[config.mk]
export PLATFORM = sky130hd
export DESIGN_NAME = key_evt_sched_flat
export DESIGN_NICKNAME = d
export VERILOG_FILES = /design/src/rtl/key_evt_if.sv /design/src/rtl/key_evt_sched.sv /design/src/flat_wrapper.sv
export SDC_FILE = /design/constraint.sdc
export NUM_CORES = 1
export LEC_CHECK = 0
export CAP_MARGIN = 20
export CORE_MARGIN = 3
export CORE_UTILIZATION = 40
export CTS_CLUSTER_SIZE = 30
export DETAILED_ROUTE_END_ITERATION = 7
export GPL_TIMING_DRIVEN = 0
export PLACE_DENSITY = 0.71
export SETUP_SLACK_MARGIN = 0.1
export SYNTH_ARGS = -nofsm -noshare
export SYNTH_HDL_FRONTEND = slang
export SYNTH_SLANG_ARGS = --single-unit
export TNS_END_PERCENT = 100
[constraint.sdc]
create_clock -name clk -period 1.9 [get_ports clk]
set_clock_uncertainty 0.05 [all_clocks]
set_input_delay 0.19 -clock clk [delete_from_list [all_inputs] [get_ports clk]]
set_output_delay 0.19 -clock clk [all_outputs]
set_load 0.1 [all_outputs]
[src/rtl/key_evt_if.sv]
// Valid/ready event port between the key scheduler (master) and its consumer (slave).
interface key_evt_if #(
  parameter int CODE_W = 2
);
  logic              evt_valid;
  logic              evt_ready;
  logic [CODE_W-1:0] evt_code;

  modport master (output evt_valid, output evt_code, input evt_ready);
  modport slave  (input evt_valid, input evt_code, output evt_ready);
endinterface

[src/rtl/key_evt_sched.sv]
// Round-robin scheduler serialising per-key press pulses onto one valid/ready event port.
// Optional macro KEY_EVT_CNT_EN adds the evt_count accepted-event counter port.
module key_evt_sched #(
  parameter int NUM_KEYS = 4,
  parameter int CODE_W   = 2,
  parameter int CNT_W    = 16
) (
  input  logic                clk,
  input  logic                rst,
  input  logic [NUM_KEYS-1:0] key_pulse,
  key_evt_if.master           evt,
  input  logic                ovf_clr,
`ifdef KEY_EVT_CNT_EN
  output logic                ovf_flag,
  output logic [CNT_W-1:0]    evt_count
`else
  output logic                ovf_flag
`endif
);

  typedef enum logic {ST_IDLE = 1'b0, ST_PRESENT = 1'b1} state_t;

  state_t              state_r, state_s;
  logic [NUM_KEYS-1:0] pending_r, pending_s, load_mask_s;
  logic [CODE_W-1:0]   ptr_r, ptr_next_s, sel_idx_s, code_r;
  logic [CODE_W:0]     idx_s;
  logic                valid_r, sel_found_s, accept_s, load_s, ovf_set_s;

  assign evt.evt_valid = valid_r;
  assign evt.evt_code  = code_r;

  // Rotating search for the first pending key starting at ptr.
  always_comb begin
    sel_found_s = 1'b0;
    sel_idx_s   = '0;
    idx_s       = '0;
    for (int k = 0; k < NUM_KEYS; k++) begin
      idx_s = {1'b0, ptr_r} + (CODE_W+1)'(k);
      if (idx_s >= (CODE_W+1)'(NUM_KEYS)) begin
        idx_s = idx_s - (CODE_W+1)'(NUM_KEYS);
      end else begin
        idx_s = idx_s;
      end
      if (!sel_found_s && pending_r[idx_s[CODE_W-1:0]]) begin
        sel_found_s = 1'b1;
        sel_idx_s   = idx_s[CODE_W-1:0];
      end else begin
        sel_found_s = sel_found_s;
      end
    end
    if (sel_idx_s == CODE_W'(NUM_KEYS - 1)) begin
      ptr_next_s = '0;
    end else begin
      ptr_next_s = sel_idx_s + CODE_W'(1);
    end
  end

  // FSM next state, load decision and pending/overflow bookkeeping.
  always_comb begin
    state_s  = state_r;
    accept_s = valid_r & evt.evt_ready;
    load_s   = 1'b0;
    case (state_r)
      ST_IDLE: begin
        if (sel_found_s) begin
          load_s  = 1'b1;
          state_s = ST_PRESENT;
        end else begin
          state_s = ST_IDLE;
        end
      end
      ST_PRESENT: begin
        if (accept_s && sel_found_s) begin
          load_s = 1'b1;
        end else if (accept_s) begin
          state_s = ST_IDLE;
        end else begin
          state_s = ST_PRESENT;
        end
      end
      default: begin
        state_s = ST_IDLE;
      end
    endcase
    if (load_s) begin
      load_mask_s = NUM_KEYS'(1) << sel_idx_s;
    end else begin
      load_mask_s = '0;
    end
    // A pulse on a key being loaded this edge refills its slot rather than overflowing.
    pending_s = (pending_r & ~load_mask_s) | key_pulse;
    ovf_set_s = |(key_pulse & pending_r & ~load_mask_s);
  end

  // State, pending set, output register and sticky overflow.
  always_ff @(posedge clk or posedge rst) begin
    if (rst) begin
      state_r   <= ST_IDLE;
      pending_r <= '0;
      ptr_r     <= '0;
      code_r    <= '0;
      valid_r   <= 1'b0;
      ovf_flag  <= 1'b0;
    end else begin
      state_r   <= state_s;
      pending_r <= pending_s;
      valid_r   <= (state_s == ST_PRESENT);
      if (load_s) begin
        code_r <= sel_idx_s;
        ptr_r  <= ptr_next_s;
      end
      if (ovf_set_s) begin
        ovf_flag <= 1'b1;
      end else if (ovf_clr) begin
        ovf_flag <= 1'b0;
      end
    end
  end

`ifdef KEY_EVT_CNT_EN
  // Accepted-event counter, wraps naturally at 2^CNT_W.
  always_ff @(posedge clk or posedge rst) begin
    if (rst) begin
      evt_count <= '0;
    end else if (accept_s) begin
      evt_count <= evt_count + CNT_W'(1);
    end
  end
`endif

endmodule

[src/flat_wrapper.sv]
// flat-port wrapper written by rule: the top's interface ports become plain ports
module key_evt_sched_flat 
#(
  parameter int NUM_KEYS = 4,
  parameter int CODE_W   = 2,
  parameter int CNT_W    = 16
)
  (clk, rst, key_pulse, ovf_clr, ovf_flag, evt_evt_valid, evt_evt_code, evt_evt_ready);
  key_evt_if #(.CODE_W(CODE_W)) evt_i ();
  input  logic clk;
  input  logic rst;
  input  logic [NUM_KEYS-1:0] key_pulse;
  input  logic ovf_clr;
  output logic ovf_flag;
  output wire logic [$bits(evt_i.evt_valid)-1:0] evt_evt_valid;
  output wire logic [$bits(evt_i.evt_code)-1:0] evt_evt_code;
  input wire logic [$bits(evt_i.evt_ready)-1:0] evt_evt_ready;
  assign evt_evt_valid = evt_i.evt_valid;
  assign evt_evt_code = evt_i.evt_code;
  assign evt_i.evt_ready = evt_evt_ready;
  key_evt_sched #(.NUM_KEYS(NUM_KEYS), .CODE_W(CODE_W), .CNT_W(CNT_W)) u_core (.clk(clk), .rst(rst), .key_pulse(key_pulse), .evt(evt_i), .ovf_clr(ovf_clr), .ovf_flag(ovf_flag));
endmodule
Yosys cells after proc, flatten, opt, wreduce, memory -nomap -nowiden
Cells that the tools add are included.
- bits in registers: 10
- output and inout bits: 4
- word-level logic and storage cells: 69
- add/sub/neg operators: 8
- magnitude comparators: 8
- equal/unequal tests: 1
- shifts and indexed selects: 1
- mux-type cells: 30
- bitwise gates (word level): 7
- reduce and logical (&&, ||, !) cells: 9
- operator list (cell ; number):
    2-bit 2-to-1 mux ; 9
    1-bit 2-to-1 mux ; 14
    4-bit AND ; 3
    2-bit by 3-bit less-than comparator with 1-bit output, second input constant ; 4
    3-bit greater-or-equal comparator, second input constant ; 3
    1-bit binary-select mux with 2-bit select ; 4
    2-bit by 1-bit subtractor with 2-bit output, second input constant ; 4
    2-bit by 2-bit adder with 3-bit output, second input constant ; 2
    1-bit logical AND ; 4
    4-bit 2-to-1 mux ; 1
    4-bit inverter ; 1
    4-bit OR ; 1
    1-bit one-hot mux with 2 select lines ; 2
    4-bit OR reduction ; 1
    1-bit by 2-bit left shift with 4-bit output, first input constant ; 1
    2-bit by 1-bit adder with 3-bit output, second input constant ; 1
    2-bit by 3-bit greater-or-equal comparator with 1-bit output, second input constant ; 1
    1-bit zero test ; 3
    2-bit by 1-bit adder with 2-bit output, second input constant ; 1
    2-bit == test, second input constant ; 1
    2-bit nonzero test ; 1
    1-bit AND ; 1
    1-bit inverter ; 1

Longest topological paths before layout
- depth after elaboration: 22
- mapped depth: 8
- depth with buffers taken out: 8

Worst setup path before layout
Ideal clock, no wire load.
- path type: reg-to-reg
- start point: reg u_core.ptr_r[0]
- end point: reg u_core.ptr_r[1]
- arrival: 1551 ps
- required time: 1722 ps
- path slack: 172 ps
- stages on the path, launching flop included: 6
- period minus slack after synthesis: 1728 ps
- path through: dfrtp_1 -> nor2b_1 -> a21o_1 -> a211oi_2 -> ha_1 -> mux2_1
- elaborated cells between the ends (all ways): 44
- classes of those cells: add/sub: 8; order compare: 4; eq/ne: 1; mux: 24; reduce/logical: 7
- RTL lines (item ; line ; text):
    start, declared ; key_evt_sched.sv:25 ; logic [CODE_W-1:0] ptr_r, ptr_next_s, sel_idx_s, code_r;
    start signal, assigned ; key_evt_sched.sv:110 ; ptr_r <= ptr_next_s;
    branches (longest 13 deep; another with 2-bit by 1-bit adder with 3-bit output) ; -- ;
    2-bit 2-to-1 mux * ; key_evt_sched.sv:44 ; if (!sel_found_s && pending_r[idx_s[CODE_W-1:0]]) begin
    via u_core.sel_idx_s[1] ; key_evt_sched.sv:25 ;
    2-bit by 1-bit adder with 2-bit output or 2-bit == test (tied branches) ; key_evt_sched.sv:54, key_evt_sched.sv:51 ;
    2-bit 2-to-1 mux * ; key_evt_sched.sv:51 ; if (sel_idx_s == CODE_W'(NUM_KEYS - 1)) begin
    via u_core.ptr_next_s[1] ; key_evt_sched.sv:25 ;
Mark *: on every way through the listed nets, which the timed path passes. The select of a mux whose other input is x is not followed.
A chain may end at the register's enable or synchronous reset.

Worst setup path in the final report
- start point: reg u_core.ptr_r[0]
- end point: reg u_core.ovf_flag
- elaborated cells between the ends (all ways): 48
- classes of those cells: add/sub: 7; order compare: 4; shift: 1; mux: 25; bitwise: 2; reduce/logical: 9
- RTL lines (item ; line ; text):
    branches (longest 13 deep; another with 2-bit by 1-bit adder with 3-bit output) ; -- ;
    2-bit 2-to-1 mux * ; key_evt_sched.sv:44 ;
    via u_core.sel_idx_s[1] ; key_evt_sched.sv:25 ;
    1-bit by 2-bit left shift with 4-bit output * ; key_evt_sched.sv:86 ; load_mask_s = NUM_KEYS'(1) << sel_idx_s;
    4-bit 2-to-1 mux * ; key_evt_sched.sv:85 ; if (load_s) begin
    4-bit inverter * ; key_evt_sched.sv:92 ; ovf_set_s = |(key_pulse & pending_r & ~load_mask_s);
    4-bit AND * ; key_evt_sched.sv:92 ;
    4-bit OR reduction * ; key_evt_sched.sv:92 ;
    1-bit 2-to-1 mux or 2-bit nonzero test (tied branches) ; -- ;
    end signal, assigned ; key_evt_sched.sv:103 ; ovf_flag <= 1'b0;
    end signal, assigned ; key_evt_sched.sv:113 ; ovf_flag <= 1'b1;
    end signal, assigned ; key_evt_sched.sv:115 ; ovf_flag <= 1'b0;
    end, declared ; key_evt_sched.sv:17 ; output logic ovf_flag
Marks and branches as above.

==> impl_metrics.toml <==
[yosys]
synth_cells = 56
synth-adder-area-share_pct = 8.91
synth-compound-area-share_pct = 18.0
yosys-mux-area-fraction_pct = 5.79
synth_top_cell_by_area = "dfrtp_1"
synth_edf_count = 0
synth_simple_gate_area_share_pct = 18.7
yosys-top-cells-count = "dfrtp_1, nand2_1, inv_1"
synth_cell_types = 24
synthFlopType = "dfrtp_1"
syn_nets = 68
synth_area_per_cell_um2 = 10.0
synth-xor-area-share_pct = 0
async_flop_share_pct = 100
ys_seq_elements = 10
synth_most_common_cell = "dfrtp_1"
synth.top_cell.area_share_pct = 44.5
syn_area_um2 = 562
yosysWarnings = 0
ys_seq_area_share_pct = 44.5
synth.area.top_cells = "dfrtp_1, ha_1, a21o_1"
synth_top_family_by_area = "simple AND/OR/NAND/NOR gates"

[worst_setup_path]
cp-startpoint = "u_core.ptr_r[0]$_DFFE_PP0P_"
rrSetupSlack_ns = 0.08
worstSetupEndpoint = "u_core.ovf_flag$_DFFE_PP0P_"
r2r_start = "u_core.ptr_r[0]$_DFFE_PP0P_"
crit_required_ns = 1.99
worstPathArrival_ns = 1.91
endpoint_kind = "flop"
crit_type = "reg -> reg"
worst_setup_path_start_kind = "flop"
cp_max_fo = 4
reg2reg_to = "u_core.ovf_flag$_DFFE_PP0P_"
reg2regPathDepth = 7

[global_route]
grt_pass1_vias = 416
gr-total-overflow = 0
grt_max_degree = 11
grt.total_usage_pct = 13.0
grt_pass1_wl_mm = 1.76
antenna_found_initial = 0

[cells_and_area]
syn2layout_area_growth_pct = 41.0
antennaDiodeCount = 0
design_area_um2 = 792
fin_nets = 86
drive_gt1_share_pct = 26.0

[routing]
met2WireLength_um = 497
top_layer = "met4"
dr_wl_met3_um = 26
ant_nets = 0
num_vias = 441
first_pass_iters = 3
drc = 0
viasPerCell = 5.07
drt_iter0_markers = 6
wl_per_cell_um = 12.6
wl_mm = 1.09
drt-met1-wl_um = 539

[clock_network]
cts_max_level = 1
cts-root-buf = "clkbuf_4"
numCtsBuffers = 3
tritoncts = "built"
clk_path_buf_depth = 2
path_clk_slew_ns = 0.07
cts.sinks = 10
clock_latency_ns = 0.26

[sta]
finalSetupViolations = 0
finalCritPeriodShare_pct = 95.9
tns_ns = 0
hold_viol = 0
finalCriticalPeriod_ns = 1.82
relSlewSlack_pct = 36.5
worst_slew_pin_slew_ns = 0.956
rsz0062_at_grt = "true"
max_freq_mhz = 549
drv_slew = 0

[die]
start_util_pct = 46.8
die_w_um = 43.5
dieArea_um2 = 1890
ioPinCount = 12
core_area_um2 = 1200
fp-row-count = 12
die_height_um = 43.5

[placement]
gp_congestion = 0.737
io_buffers = 11
dpl_cell_area_um2 = 689
dp_hpwl_um = 767

[flow_run]
cap_violations = 0

[power]
powerDensity_nw_per_um2 = 1950
worst_ir_drop_vdd_mv = 0.893
seq_power_share_pct = 28.2
p_sw_uw = 747
p_comb_share_pct = 59.4
leakage_uw = 0.000355
switching_share_pct = 48.3
p_int_uw = 799
clkPwrFrac_pct = 12.3

[worst_hold_path]
hold_class = "in -> async"

[status]
outcome = "completed"
layout make-up:
class,instances,area [um2]
repair buffers,13,120
fillers,96,409
clock buffers,4,36.3
flip-flops and latches,10,254
well taps,14,17.5
inverters,6,22.5
multi-input cells,40,342
power by group through the flow:
stage / Clock (uW) / Sequential, uW / Combinational [uW]
6_report: 191 / 437 / 918
5_1_grt: 206 / 456 / 990
4_1_cts: 197 / 411 / 811
3_5_place_dp: 0 / 414 / 743
3_3_place_gp: 0 / 414 / 730
2_1_floorplan: 0 / 587 / 395
routing by layer:
layer / up-vias / global-route usage, %
met4: 0 / 9.04
met3: 4 / 3.73
met2: 7 / 18.0
li1: 227 / -
met1: 203 / 17.2
met5: - / 0
sequential cells by signal, summed over array words and instances, names as in the netlist:
register and flops:
u_core.state_r 1, u_core.ptr_r 2, u_core.evt.evt_code 2, u_core.ovf_flag 1, u_core.pending_r 4
how the worst min path moves through the flow:
stage | startpoint | end | slack (ns)
6_report | rst | u_core.evt.evt_code[1]$_DFFE_PP0P_ | 0.15
5_1_grt | rst | u_core.state_r$_DFF_PP0_ | 0.18
4_1_cts | rst | u_core.evt.evt_code[1]$_DFFE_PP0P_ | 0.16
3_5_place_dp | u_core.evt.evt_code[1]$_DFFE_PP0P_ | u_core.evt.evt_code[1]$_DFFE_PP0P_ | 0.43
2_1_floorplan | rst | u_core.evt.evt_code[0]$_DFFE_PP0P_ | -0.02
3_3_place_gp | u_core.evt.evt_code[1]$_DFFE_PP0P_ | u_core.evt.evt_code[1]$_DFFE_PP0P_ | 0.42
per-stage QoR:
stage / instances / utilization (%) / hold WS, ns / worst slack, ns / power, uW
after global placement: 81 / 57.4 / 0.418 / 0.0159 / 1140
after floorplan: 56 / - / -0.0198 / 0.172 / 982
after detailed placement: 81 / 57.4 / 0.435 / 0.0182 / 1160
after global routing: 87 / 65.9 / 0.183 / 0.0283 / 1650
after CTS: 87 / 62.3 / 0.160 / 0.107 / 1420
final: 87 / 65.9 / 0.145 / 0.0771 / 1550
critical path: stages (launching register included):
cell and delay (ns):
dfrtp_1 0.40, nor2b_4 0.14, a21o_1 0.20, a211oi_4 0.35
ha_4 0.18, nand2_2 0.05, a32oi_1 0.21, nand4_1 0.11
cells in the final DEF (no fill, tap or decap):
cell type,netlist,layout
mux2_1,2,2
nor2_1,2,1
a21o_1,4,4
a2bb2oi_2,0,1
buf_4,0,2
a21o_2,1,1
nand4_1,1,1
nand2_2,0,1
clkbuf_8,0,1
o22ai_1,1,1
dlygate4sd2_1,0,4
nor2_4,0,1
o21a_1,1,1
dfrtp_1,10,7
or2_1,1,1
o21ai_1,1,1
o21ai_0,1,1
dfrtp_2,0,3
a211oi_4,0,1
clkdlybuf4s50_1,0,7
a21oi_2,1,1
nand2_1,7,6
clkbuf_4,0,3
nand3_1,4,4
ha_1,4,3
nor2b_4,0,1
ha_4,0,1
nand2b_1,1,1
inv_1,6,6
a32oi_1,1,1
nor2b_1,2,1
nor4_4,0,1
and2_2,1,1
mux2i_1,1,1
timing repair:
item | 4_1_cts | 5_1_grt
setup buffers | 2 | 0
pin swaps | 4 | 6
endpoints found under the setup margin | 6 | 4
resized for setup | 8 | 9
hold buffers | 0 | 0
cells by family after synthesis:
kind of cell | after synthesis
buffers and inverters | 6
multiplexers | 3
flip-flops | 10
adder cells (fa/ha/maj) | 4
AND/OR/NAND/NOR | 20
AO/OA/AOI/OAI | 13
(Power assumes the default switching activity.)
